File: src/rtl/uart_rx_pkg.sv
// ---------------------------------------------------------------------------
// uart_rx_pkg
// Shared definitions for the UART receive capture path: the receiver FSM
// state encoding and the default bit timing / terminator byte.
// No ports (package).
// ---------------------------------------------------------------------------
package uart_rx_pkg;

   typedef enum logic [2:0] {
      IDLE,
      START,
      DATA,
      PARITY,
      STOP,
      BREAK
   } rx_state_t;

   localparam int         DEFAULT_CLK_DIV   = 25;
   localparam logic [7:0] DEFAULT_STOP_BYTE = 8'hFF;

endpackage

File: src/rtl/sync_fifo.sv
// ---------------------------------------------------------------------------
// sync_fifo
// Single-clock show-ahead FIFO with exact occupancy count and flush.
// The head entry is presented on rd_data_o whenever the FIFO is non-empty
// (zero when empty). A write into a full FIFO is accepted only when a read
// happens in the same cycle. A read on an empty FIFO is ignored. Flush wins
// over a simultaneous write.
//
// Ports:
//   clk        in   clock
//   rst        in   synchronous reset, active-high
//   flush_i    in   empty the FIFO
//   wr_en_i    in   write request
//   wr_data_i  in   write data [WIDTH]
//   rd_en_i    in   read (pop) request
//   rd_data_o  out  head entry [WIDTH]
//   count_o    out  occupancy 0..DEPTH [$clog2(DEPTH)+1]
//   empty_o    out  FIFO empty
//   full_o     out  FIFO full
// DEPTH must be a power of two, >= 2.
// ---------------------------------------------------------------------------
module sync_fifo #(
   parameter int WIDTH = 8,
   parameter int DEPTH = 16
) (
   input  logic                     clk,
   input  logic                     rst,
   input  logic                     flush_i,
   input  logic                     wr_en_i,
   input  logic [WIDTH-1:0]         wr_data_i,
   input  logic                     rd_en_i,
   output logic [WIDTH-1:0]         rd_data_o,
   output logic [$clog2(DEPTH):0]   count_o,
   output logic                     empty_o,
   output logic                     full_o
);

   localparam int AW = $clog2(DEPTH);
   localparam int CW = AW + 1;

   logic [WIDTH-1:0] mem [DEPTH];
   logic [AW-1:0]    wr_ptr;
   logic [AW-1:0]    rd_ptr;
   logic [CW-1:0]    count;
   logic             do_wr;
   logic             do_rd;

   // A read only happens when there is something to read; a write into a
   // full FIFO is allowed only if a read frees a slot in the same cycle.
   always_comb begin
      empty_o = (count == '0);
      full_o  = (count == CW'(DEPTH));
      do_rd   = rd_en_i && !empty_o;
      do_wr   = wr_en_i && (!full_o || do_rd);
   end

   // Pointer and occupancy bookkeeping. Pointers are AW bits wide so they
   // wrap modulo DEPTH on their own; flush returns everything to empty.
   always_ff @(posedge clk) begin
      if (rst || flush_i) begin
         wr_ptr <= '0;
         rd_ptr <= '0;
         count  <= '0;
      end else begin
         if (do_wr) begin
            wr_ptr <= wr_ptr + AW'(1);
         end
         if (do_rd) begin
            rd_ptr <= rd_ptr + AW'(1);
         end
         count <= count + CW'(do_wr) - CW'(do_rd);
      end
   end

   // Storage array carries no reset; an entry only becomes visible once
   // the pointer bookkeeping says it was written.
   always_ff @(posedge clk) begin
      if (do_wr && !rst && !flush_i) begin
         mem[wr_ptr] <= wr_data_i;
      end
   end

   // Show-ahead output is forced to zero when empty so stale entries never
   // leak out after a flush or reset.
   always_comb begin
      rd_data_o = empty_o ? '0 : mem[rd_ptr];
      count_o   = count;
   end

endmodule

File: src/rtl/uart_rx_fifo.sv
// ---------------------------------------------------------------------------
// uart_rx_fifo
// UART receiver (8N1, LSB first, idle high) feeding a show-ahead FIFO.
// Detects a terminator byte (never stored) and reports sticky framing,
// overflow and (optionally) parity errors.
//
// Build option: define UART_RX_PARITY_EN to insert an even-parity bit
// between the data bits and the stop bit. Without it parity_err_o is 0.
//
// Ports:
//   clk           in   clock
//   rst           in   synchronous reset, active-high
//   rxd_i         in   serial line, asynchronous to clk
//   clr_i         in   flush FIFO and clear sticky flags
//   data_o        out  head-of-FIFO byte (show-ahead) [8]
//   valid_o       out  FIFO non-empty
//   ready_i       in   consumer accepts; pop when valid_o && ready_i
//   count_o       out  FIFO occupancy [$clog2(FIFO_DEPTH)+1]
//   overflow_o    out  sticky: good byte dropped, FIFO full
//   frame_err_o   out  sticky: stop bit sampled low
//   parity_err_o  out  sticky: parity mismatch
//   stop_seen_o   out  sticky: STOP_BYTE received
// ---------------------------------------------------------------------------
module uart_rx_fifo
   import uart_rx_pkg::*;
#(
   parameter int         CLK_DIV    = DEFAULT_CLK_DIV,
   parameter int         FIFO_DEPTH = 16,
   parameter logic [7:0] STOP_BYTE  = DEFAULT_STOP_BYTE
) (
   input  logic                          clk,
   input  logic                          rst,
   input  logic                          rxd_i,
   input  logic                          clr_i,
   output logic [7:0]                    data_o,
   output logic                          valid_o,
   input  logic                          ready_i,
   output logic [$clog2(FIFO_DEPTH):0]   count_o,
   output logic                          overflow_o,
   output logic                          frame_err_o,
   output logic                          parity_err_o,
   output logic                          stop_seen_o
);

   localparam int            BW      = $clog2(CLK_DIV);
   localparam logic [BW-1:0] HALF_M1 = BW'(CLK_DIV / 2 - 1);
   localparam logic [BW-1:0] LAST    = BW'(CLK_DIV - 1);

   logic          sync1;
   logic          sync2;
   logic          line;
   rx_state_t     state, state_n;
   logic [BW-1:0] bcnt, bcnt_n;
   logic [2:0]    idx, idx_n;
   logic [7:0]    shift, shift_n;
   logic          par_bad, par_bad_n;
   logic          push_q, push_n;
   logic          set_stop;
   logic          set_frame;
   logic          fifo_empty;
   logic          fifo_full;
   logic          pop;

   // Two-flop synchronizer; resets to the idle (high) line level so a
   // reset never looks like a start bit by itself.
   always_ff @(posedge clk) begin
      if (rst) begin
         sync1 <= 1'b1;
         sync2 <= 1'b1;
      end else begin
         sync1 <= rxd_i;
         sync2 <= sync1;
      end
   end

   assign line = sync2;

   // Receiver state register. The push is registered so the FIFO write
   // lands one cycle after the stop-bit sample.
   always_ff @(posedge clk) begin
      if (rst) begin
         state   <= IDLE;
         bcnt    <= '0;
         idx     <= '0;
         shift   <= '0;
         par_bad <= 1'b0;
         push_q  <= 1'b0;
      end else begin
         state   <= state_n;
         bcnt    <= bcnt_n;
         idx     <= idx_n;
         shift   <= shift_n;
         par_bad <= par_bad_n;
         push_q  <= push_n;
      end
   end

`ifdef UART_RX_PARITY_EN
   logic set_parity;
`endif

   // Next-state logic. The start bit is re-checked at its middle to reject
   // glitches; every later bit is sampled one full bit time after that, so
   // samples stay near bit centres. A low stop bit parks the FSM in BREAK
   // until the line recovers, so a held-low line is not read as new frames.
   always_comb begin
      state_n   = state;
      bcnt_n    = bcnt + BW'(1);
      idx_n     = idx;
      shift_n   = shift;
      par_bad_n = par_bad;
      push_n    = 1'b0;
      set_stop  = 1'b0;
      set_frame = 1'b0;
`ifdef UART_RX_PARITY_EN
      set_parity = 1'b0;
`endif
      case (state)
         IDLE: begin
            bcnt_n = '0;
            if (!line) begin
               state_n = START;
            end
         end
         START: begin
            if (bcnt == HALF_M1) begin
               bcnt_n    = '0;
               idx_n     = '0;
               par_bad_n = 1'b0;
               state_n   = line ? IDLE : DATA;
            end
         end
         DATA: begin
            if (bcnt == LAST) begin
               bcnt_n        = '0;
               shift_n[idx]  = line;
               idx_n         = idx + 3'd1;
               if (idx == 3'd7) begin
`ifdef UART_RX_PARITY_EN
                  state_n = PARITY;
`else
                  state_n = STOP;
`endif
               end
            end
         end
`ifdef UART_RX_PARITY_EN
         PARITY: begin
            if (bcnt == LAST) begin
               bcnt_n = '0;
               if (line != ^shift) begin
                  par_bad_n  = 1'b1;
                  set_parity = 1'b1;
               end
               state_n = STOP;
            end
         end
`endif
         STOP: begin
            if (bcnt == LAST) begin
               bcnt_n = '0;
               if (!line) begin
                  set_frame = 1'b1;
                  state_n   = BREAK;
               end else begin
                  state_n = IDLE;
                  if (!par_bad) begin
                     if (shift == STOP_BYTE) begin
                        set_stop = 1'b1;
                     end else begin
                        push_n = 1'b1;
                     end
                  end
               end
            end
         end
         BREAK: begin
            bcnt_n = '0;
            if (line) begin
               state_n = IDLE;
            end
         end
         default: begin
            bcnt_n  = '0;
            state_n = IDLE;
         end
      endcase
   end

   assign pop = ready_i && !fifo_empty;

   // Sticky status flags; clr_i clears them all. An overflow is only a
   // push that the FIFO could not accept, i.e. full with no pop alongside.
   always_ff @(posedge clk) begin
      if (rst || clr_i) begin
         overflow_o  <= 1'b0;
         frame_err_o <= 1'b0;
         stop_seen_o <= 1'b0;
      end else begin
         if (set_stop) begin
            stop_seen_o <= 1'b1;
         end
         if (set_frame) begin
            frame_err_o <= 1'b1;
         end
         if (push_q && fifo_full && !pop) begin
            overflow_o <= 1'b1;
         end
      end
   end

`ifdef UART_RX_PARITY_EN
   // Parity error flag exists only in the parity build.
   always_ff @(posedge clk) begin
      if (rst || clr_i) begin
         parity_err_o <= 1'b0;
      end else if (set_parity) begin
         parity_err_o <= 1'b1;
      end
   end
`else
   assign parity_err_o = 1'b0;
`endif

   // The shift register is stable until the next frame's first data
   // sample, so it can serve directly as the write data for push_q.
   sync_fifo #(
      .WIDTH (8),
      .DEPTH (FIFO_DEPTH)
   ) u_fifo (
      .clk       (clk),
      .rst       (rst),
      .flush_i   (clr_i),
      .wr_en_i   (push_q),
      .wr_data_i (shift),
      .rd_en_i   (ready_i),
      .rd_data_o (data_o),
      .count_o   (count_o),
      .empty_o   (fifo_empty),
      .full_o    (fifo_full)
   );

   assign valid_o = !fifo_empty;

endmodule

File: config.mk
export PLATFORM = sky130hd
export DESIGN_NAME = uart_rx_fifo
export DESIGN_NICKNAME = d
export VERILOG_FILES = /design/src/rtl/uart_rx_pkg.sv /design/src/rtl/sync_fifo.sv /design/src/rtl/uart_rx_fifo.sv
export SDC_FILE = /design/constraint.sdc
export NUM_CORES = 1
export LEC_CHECK = 0
export BUFFER_PORTS_ARGS = -buffer_cell sky130_fd_sc_hd__buf_2
export CAP_MARGIN = 5
export CORE_MARGIN = 4
export CORE_UTILIZATION = 60
export DETAILED_ROUTE_END_ITERATION = 6
export PLACE_DENSITY = 0.81
export SYNTH_ARGS = -nofsm -noshare
export SYNTH_HDL_FRONTEND = slang
export SYNTH_SLANG_ARGS = --single-unit
export TNS_END_PERCENT = 30
File: constraint.sdc
create_clock -name clk -period 7.02 [get_ports clk]
set_clock_uncertainty 0.1 [all_clocks]
set_input_delay 0.702 -clock clk [delete_from_list [all_inputs] [get_ports clk]]
set_output_delay 0.702 -clock clk [all_outputs]
set_load 0.005 [all_outputs]
== Word-level counts from Yosys, hierarchy flattened ==
Memories as Yosys holds them, arrays and structs flattened. A register that Yosys moved wholly into a read port is not among the register bits.
Index checks and enable logic that the tools add are counted.

* Word-level logic and storage cells: 93
* Flip-flop bits (word level): 38
* Bits in writable memories: 128
* Output and inout port bits: 18
* Memories: 1

{| class="wikitable"
|+ Memories
! memory !! depth !! bits a word !! rd ports !! clocked after memory_dff !! wr ports !! line !! text
|-
| u_fifo.mem || 16 || 8 || 1 || 1 || 1 || sync_fifo.sv:41 || <nowiki>logic [WIDTH-1:0] mem [DEPTH];</nowiki>
|}

* Equality and inequality tests: 15
* Reduce and logical (&&, ||, !) cells: 22
* Magnitude comparators: 2
* $add $sub $neg: 6
* Bitwise operators: 3
* Multiplexer cells: 31

{| class="wikitable"
|+ Operators by type and width
! cell !! number
|-
| $mux 3 || 9
|-
| $pmux 3 s5 || 1
|-
| $ne 2x2->1 const B || 6
|-
| $mux 1 || 11
|-
| $eq 5x5->1 const B || 2
|-
| $mux 5 || 2
|-
| $pmux 5 s2 || 1
|-
| $eq 3x3->1 const B || 3
|-
| $add 4x1->4 const B || 2
|-
| $bwmux 8 || 1
|-
| $eq 8x8->1 const B || 1
|-
| $mux 4 || 2
|-
| $mux 8 || 1
|-
| $logic_and 1x1->1 || 7
|-
| $pmux 3 s2 || 1
|-
| $reduce_and 6->1 || 1
|-
| $add 5x1->5 || 1
|-
| $add 5x1->5 const B || 1
|-
| $eq 5x4->1 const B || 1
|-
| $logic_not 1->1 || 5
|-
| $logic_not 5->1 || 1
|-
| $sub 5x1->5 || 1
|-
| $lt 3x4->1 const B || 1
|-
| $reduce_or 4->1 || 1
|-
| other kinds (13) || 16
|}

== Depth between registers and ports, before layout ==
* Word-level depth: 9
* Gate-level depth with buffers: 13
* Mapped depth without buffers: 12

== Modules after synthesis ==
From an unflattened synthesis, not the netlist that was laid out.

* Cells, all modules: 451
* Area, all modules: 7120.6 sq um

{| class="wikitable"
|+ Modules (own cells, without submodules)
! module !! cells an instance !! instances !! area an instance (sq um) !! seq. area each (sq um)
|-
| sync_fifo || 314 || 1 || 5869.4 || 4184.0
|-
| uart_rx_fifo || 137 || 1 || 1251.2 || 500.5
|}

== Least setup slack after synthesis ==
No wires, ideal clock.

* Kind: register to register
* Start: register u_fifo.count[2], in the netlist u_fifo.count_o[2]
* End: register u_fifo.count[4], in the netlist u_fifo.count_o[4]
* Cell stages (with the launch flop): 14
* Slack: 4.592 ns
* Data required time: 6.792 ns
* Path buffers: 1
* Period minus slack after synthesis: 2.428 ns
* Data arrival time: 2.200 ns
* Library setup time: 0.128 ns
* Cell sequence: dfxtp_1 inv_1 ha_1 or4b_1 buf_2 nand3_1 o21ai_0 ha_1 inv_1 fa_1 nand2b_1 a21oi_1 o21ai_0 nor3b_1

* Longest elaborated chain between the ends: 7
* Elaborated cells on any way between the ends: 9
* Classes of those cells: 2 x add/sub; 1 x eq/ne; 6 x reduce/logical

{| class="wikitable"
|+ RTL lines
! element !! line !! text
|-
| start: declaration || sync_fifo.sv:44 || <nowiki>logic [CW-1:0] count;</nowiki>
|-
| start signal: assignment || sync_fifo.sv:71 || <nowiki>count <= count + CW'(do_wr) - CW'(do_rd);</nowiki>
|-
| $logic_not 5->1 (*) || sync_fifo.sv:51 || <nowiki>empty_o = (count == '0);</nowiki>
|-
| $logic_not 1->1 (*) || -- ||
|-
| named net valid_o || uart_rx_fifo.sv:36 || <nowiki>output logic valid_o,</nowiki>
|-
| $logic_and 1x1->1 (*) || sync_fifo.sv:53 || <nowiki>do_rd = rd_en_i && !empty_o;</nowiki>
|-
| $logic_or 1x1->1 || sync_fifo.sv:54 || <nowiki>do_wr = wr_en_i && (!full_o || do_rd);</nowiki>
|-
| $logic_and 1x1->1 || sync_fifo.sv:54 ||
|-
| $add 5x1->5 || sync_fifo.sv:71 ||
|-
| $sub 5x1->5 (*) || sync_fifo.sv:71 ||
|}

The timed path passes the listed nets; every way through them passes the cells marked *.
A chain may end at the register's enable or synchronous reset.

==> flow_summary_export.csv <==
group,metric,value,unit
cells_and_area,leading_cell_types_in_the_layout_fill_and_taps_excluded,"edfxtp_1, nor2_1, dfxtp_1",
clock_tree,tritoncts_clock_tree,"done",
logic_synthesis,cell_area_after_technology_mapping,7077,um2
logic_synthesis,postSynthRegisterBits,170,
clock_tree,path_clk_slew,60,ps
worst_setup_path,endpoint_kind,"output pin",
timing,final_critical_path_setup_slack,3822,ps
worst_setup_path,cp_cell_sequence,"buf_4 -> mux4_2 -> mux2i_1 -> o22ai_1 -> buf_2",
timing,tightestPinTransition,1065,ps
route,dr_total_vias,3848,
cells_and_area,layout_commonest_cell,"edfxtp_1",
timing,period_share,0.4555,
clock_tree,cts_buffers,17,
place,dp_slack,4167,ps
power,worst_ir_drop_vdd,0.2083,mV
grt,grt-ovfl-total,0,
route,dr.first_iter.drc_count,349,
logic_synthesis,synthCells,452,
logic_synthesis,avgSynthCellArea,15.66,um2
logic_synthesis,dominant_register_cell_in_the_synthesized_netlist,"edfxtp_1",
logic_synthesis,synth-seq-area-share,0.6620,
timing,timing.setup.tns,0,ps
timing,rsz0062_at_grt,"false",
timing,final_hold_viol_count,0,
clock_tree,cts.htree.levels,4,
timing,fmax,0.3127,GHz
floorplanning,total_die_area,13600,um2
worst_setup_path,critical_path_peak_fanout,30,
worst_setup_path,launching_element_type_of_the_critical_path,"flop",
clock_tree,cts_root_buf,"clkbuf_16",
logic_synthesis,synth_top_area_cell,"edfxtp_1",
floorplanning,dieWidth,116.6,um
grt,grtUsageMet1,0.2861,
worst_setup_path,required,6220,ps
route,ant_nets,0,
grt,gr-max-usage-layer,"met2",
place,place_hpwl,8685,um
clock_tree,cts_setup_buffers,0,
clock_tree,clock_path_buffers,2,
run_status,status,"finished clean",
logic_synthesis,asyncSetResetFlopFracSynth,0,
timing,slew_violations,0,
worst_setup_path,crit_arrival,2400,ps
grt,first_global_vias,3897,
floorplanning,die_y,116.6,um
power,pwr_density_cell,299.2,nW/um2
route,drt-vias-per-instance,6.118,
clock_tree,clock_insertion_delay_worst_skew,420,ps
route,detailedRoute.firstPassIterationCount,5,
place,place_area,7271,um2
power,p_leak,2.671,nW
logic_synthesis,netlist.area_leader.share,0.5431,
flow_run,timing.max_cap.violations,0,
logic_synthesis,post_synthesis_cell_type_count,53,
place,port_buffers,21,
worst_setup_path,setup.worst_path.class,"reg -> out",
logic_synthesis,synth-edff-count,128,
worst_setup_path,worst-path-buf-inv,2,
place,gp_routability_congestion,0.7917,
route,drt-total-wl,13160,um
cells_and_area,syn_to_final_growth,11.01,%
grt,use_met2,0.3562,
cells_and_area,antenna_cells_inserted,0,
worst_setup_path,slowest_stage,"mux4_2",
floorplanning,coreArea,11470,um2
clock_tree,postCtsHoldBufs,0,
cells_and_area,stdcell_area,7856,um2
cells_and_area,post_route_cells_drive_above_1_share,0.2099,
floorplanning,initial_core_utilization,0.6171,
grt,grt_util_met3,0.05026,
clock_tree,postCtsResizedCells,0,
floorplanning,ios,23,
cells_and_area,fin_nets,493,
route,detail_route.wl_per_cell,20.93,um
grt,first_pass_grt_wire_length,21300,um
worst_setup_path,critical_path.top_delay_family,"multiplexers",
grt,global_route_total_usage_across_every_layer,0.2176,
logic_synthesis,syn-num-nets,472,
route,drcViolationCount,0,
logic_synthesis,synth_area_leaders,"edfxtp_1, dfxtp_1, mux4_2",
timing,setup-violations-final,0,
worst_setup_path,slowest_stage_delay_on_critical_path,580,ps
timing,period_minus_slack,3198,ps
timing,max_slew_margin,0.2893,
grt,grt_antenna_before_repair,0,
hold_path,hold_class,"reg -> reg",
clock_tree,cts.sinks,170,
grt,grt_max_degree,33,
floorplanning,core.rowCount,39,
logic_synthesis,yosys_warnings,0,
==> path summary, 6_finish.rpt <==
| kind | startpoint | to | slack [ps] | cells past startpoint |
|---|---|---|---|---|
| setup / recovery | flop | data_o[2] | 3820 | 5 |
| hold / removal | sync1 | line | 310 | 1 |
| setup reg to reg | u_fifo.count_o[2] | u_fifo.count_o[4] | 4340 | 12 |
| hold reg to reg | sync1 | line | 310 | 1 |
==> cell type report <==
cell class / count / area (um2)
clock buffer: 19 / 432.9
clock inverter: 13 / 152.6
fill: 758 / 3611
inverter: 16 / 60.06
multi-input combinational: 241 / 2196
sequential: 170 / 4686
tap: 143 / 178.9
timing repair buffer: 27 / 150.1
==> synthesized netlist by cell type, drive strengths merged, types with 2 or more instances <==
cell type and n:
a21oi 12, dfxtp 42, edfxtp 128, mux4 32, xor2 9, nand4 4
or3b 2, clkbuf 6, mux2i 25, xnor2 3, nand3 15, buf 19
ha 14, and3 3, or4b 2, o21ai 5, nor2 45, nor4 6
o211ai 3, nand2b 10, nor3 6, nor3b 2, nand2 11, or2 3
inv 16, o22ai 8
==> worst register-to-register path, cell delays in order (launching register included) <==
cell and delay (ps):
dfxtp_1 360, inv_1 70, ha_1 210, or4b_1 320, nand3_1 160, o21ai_0 110
ha_1 190, inv_1 60, fa_1 390, nand2b_1 170, a21oi_1 180, o21ai_0 100
nor3b_1 140
==> state kept, by name, indices dropped and copies added (netlist names), named ones only <==
register and count:
u_fifo.rd_ptr 4, sync1 1, u_fifo.mem 128, u_fifo.count_o 5
shift 8, line 1, idx 3, state 3
push_q 1, stop_seen_o 1, overflow_o 1, u_fifo.wr_ptr 4
bcnt 5, frame_err_o 1
==> metrics by stage <==
stage	total power [W]	utilization	hold WS [ps]	std cells
after floorplan	0.001382	-	289.5	452
after global placement	0.001450	0.6340	292.8	597
after detailed placement	0.001464	0.6340	294.5	597
after CTS	0.002371	0.6851	308.7	629
after global routing	0.002460	0.6851	341.5	629
final	0.002350	0.6851	308.2	629
==> power by group <==
group | internal [W] | switching [W]
clock network | 0.000556 | 0.000357
logic | 0.000153 | 0.000175
registers | 0.00108 | 0.0000260
==> per-layer routing <==
layer | wire [um] | up-vias
met1 | 5187 | 1907
met3 | 1047 | 24
met5 | 0 | -
met4 | 255 | 0
met2 | 6673 | 146
li1 | - | 1771
==> logic make-up (layout without fill, tap and decap cells) <==
group                    after synthesis  count (layout)  synth area share
flip-flops                           170             170            0.6620
AND/OR/NAND/NOR                      116             116           0.09035
AO/OA/AOI/OAI                         40              40           0.03978
buffers and inverters                 41              75           0.02776
adder cells (fa/ha/maj)               15              15           0.02758
other                                  1               1         0.0005299
multiplexers                          57              57            0.1372
XOR/XNOR                              12              12           0.01485
Note: power is estimated with default switching activity, not from simulation.
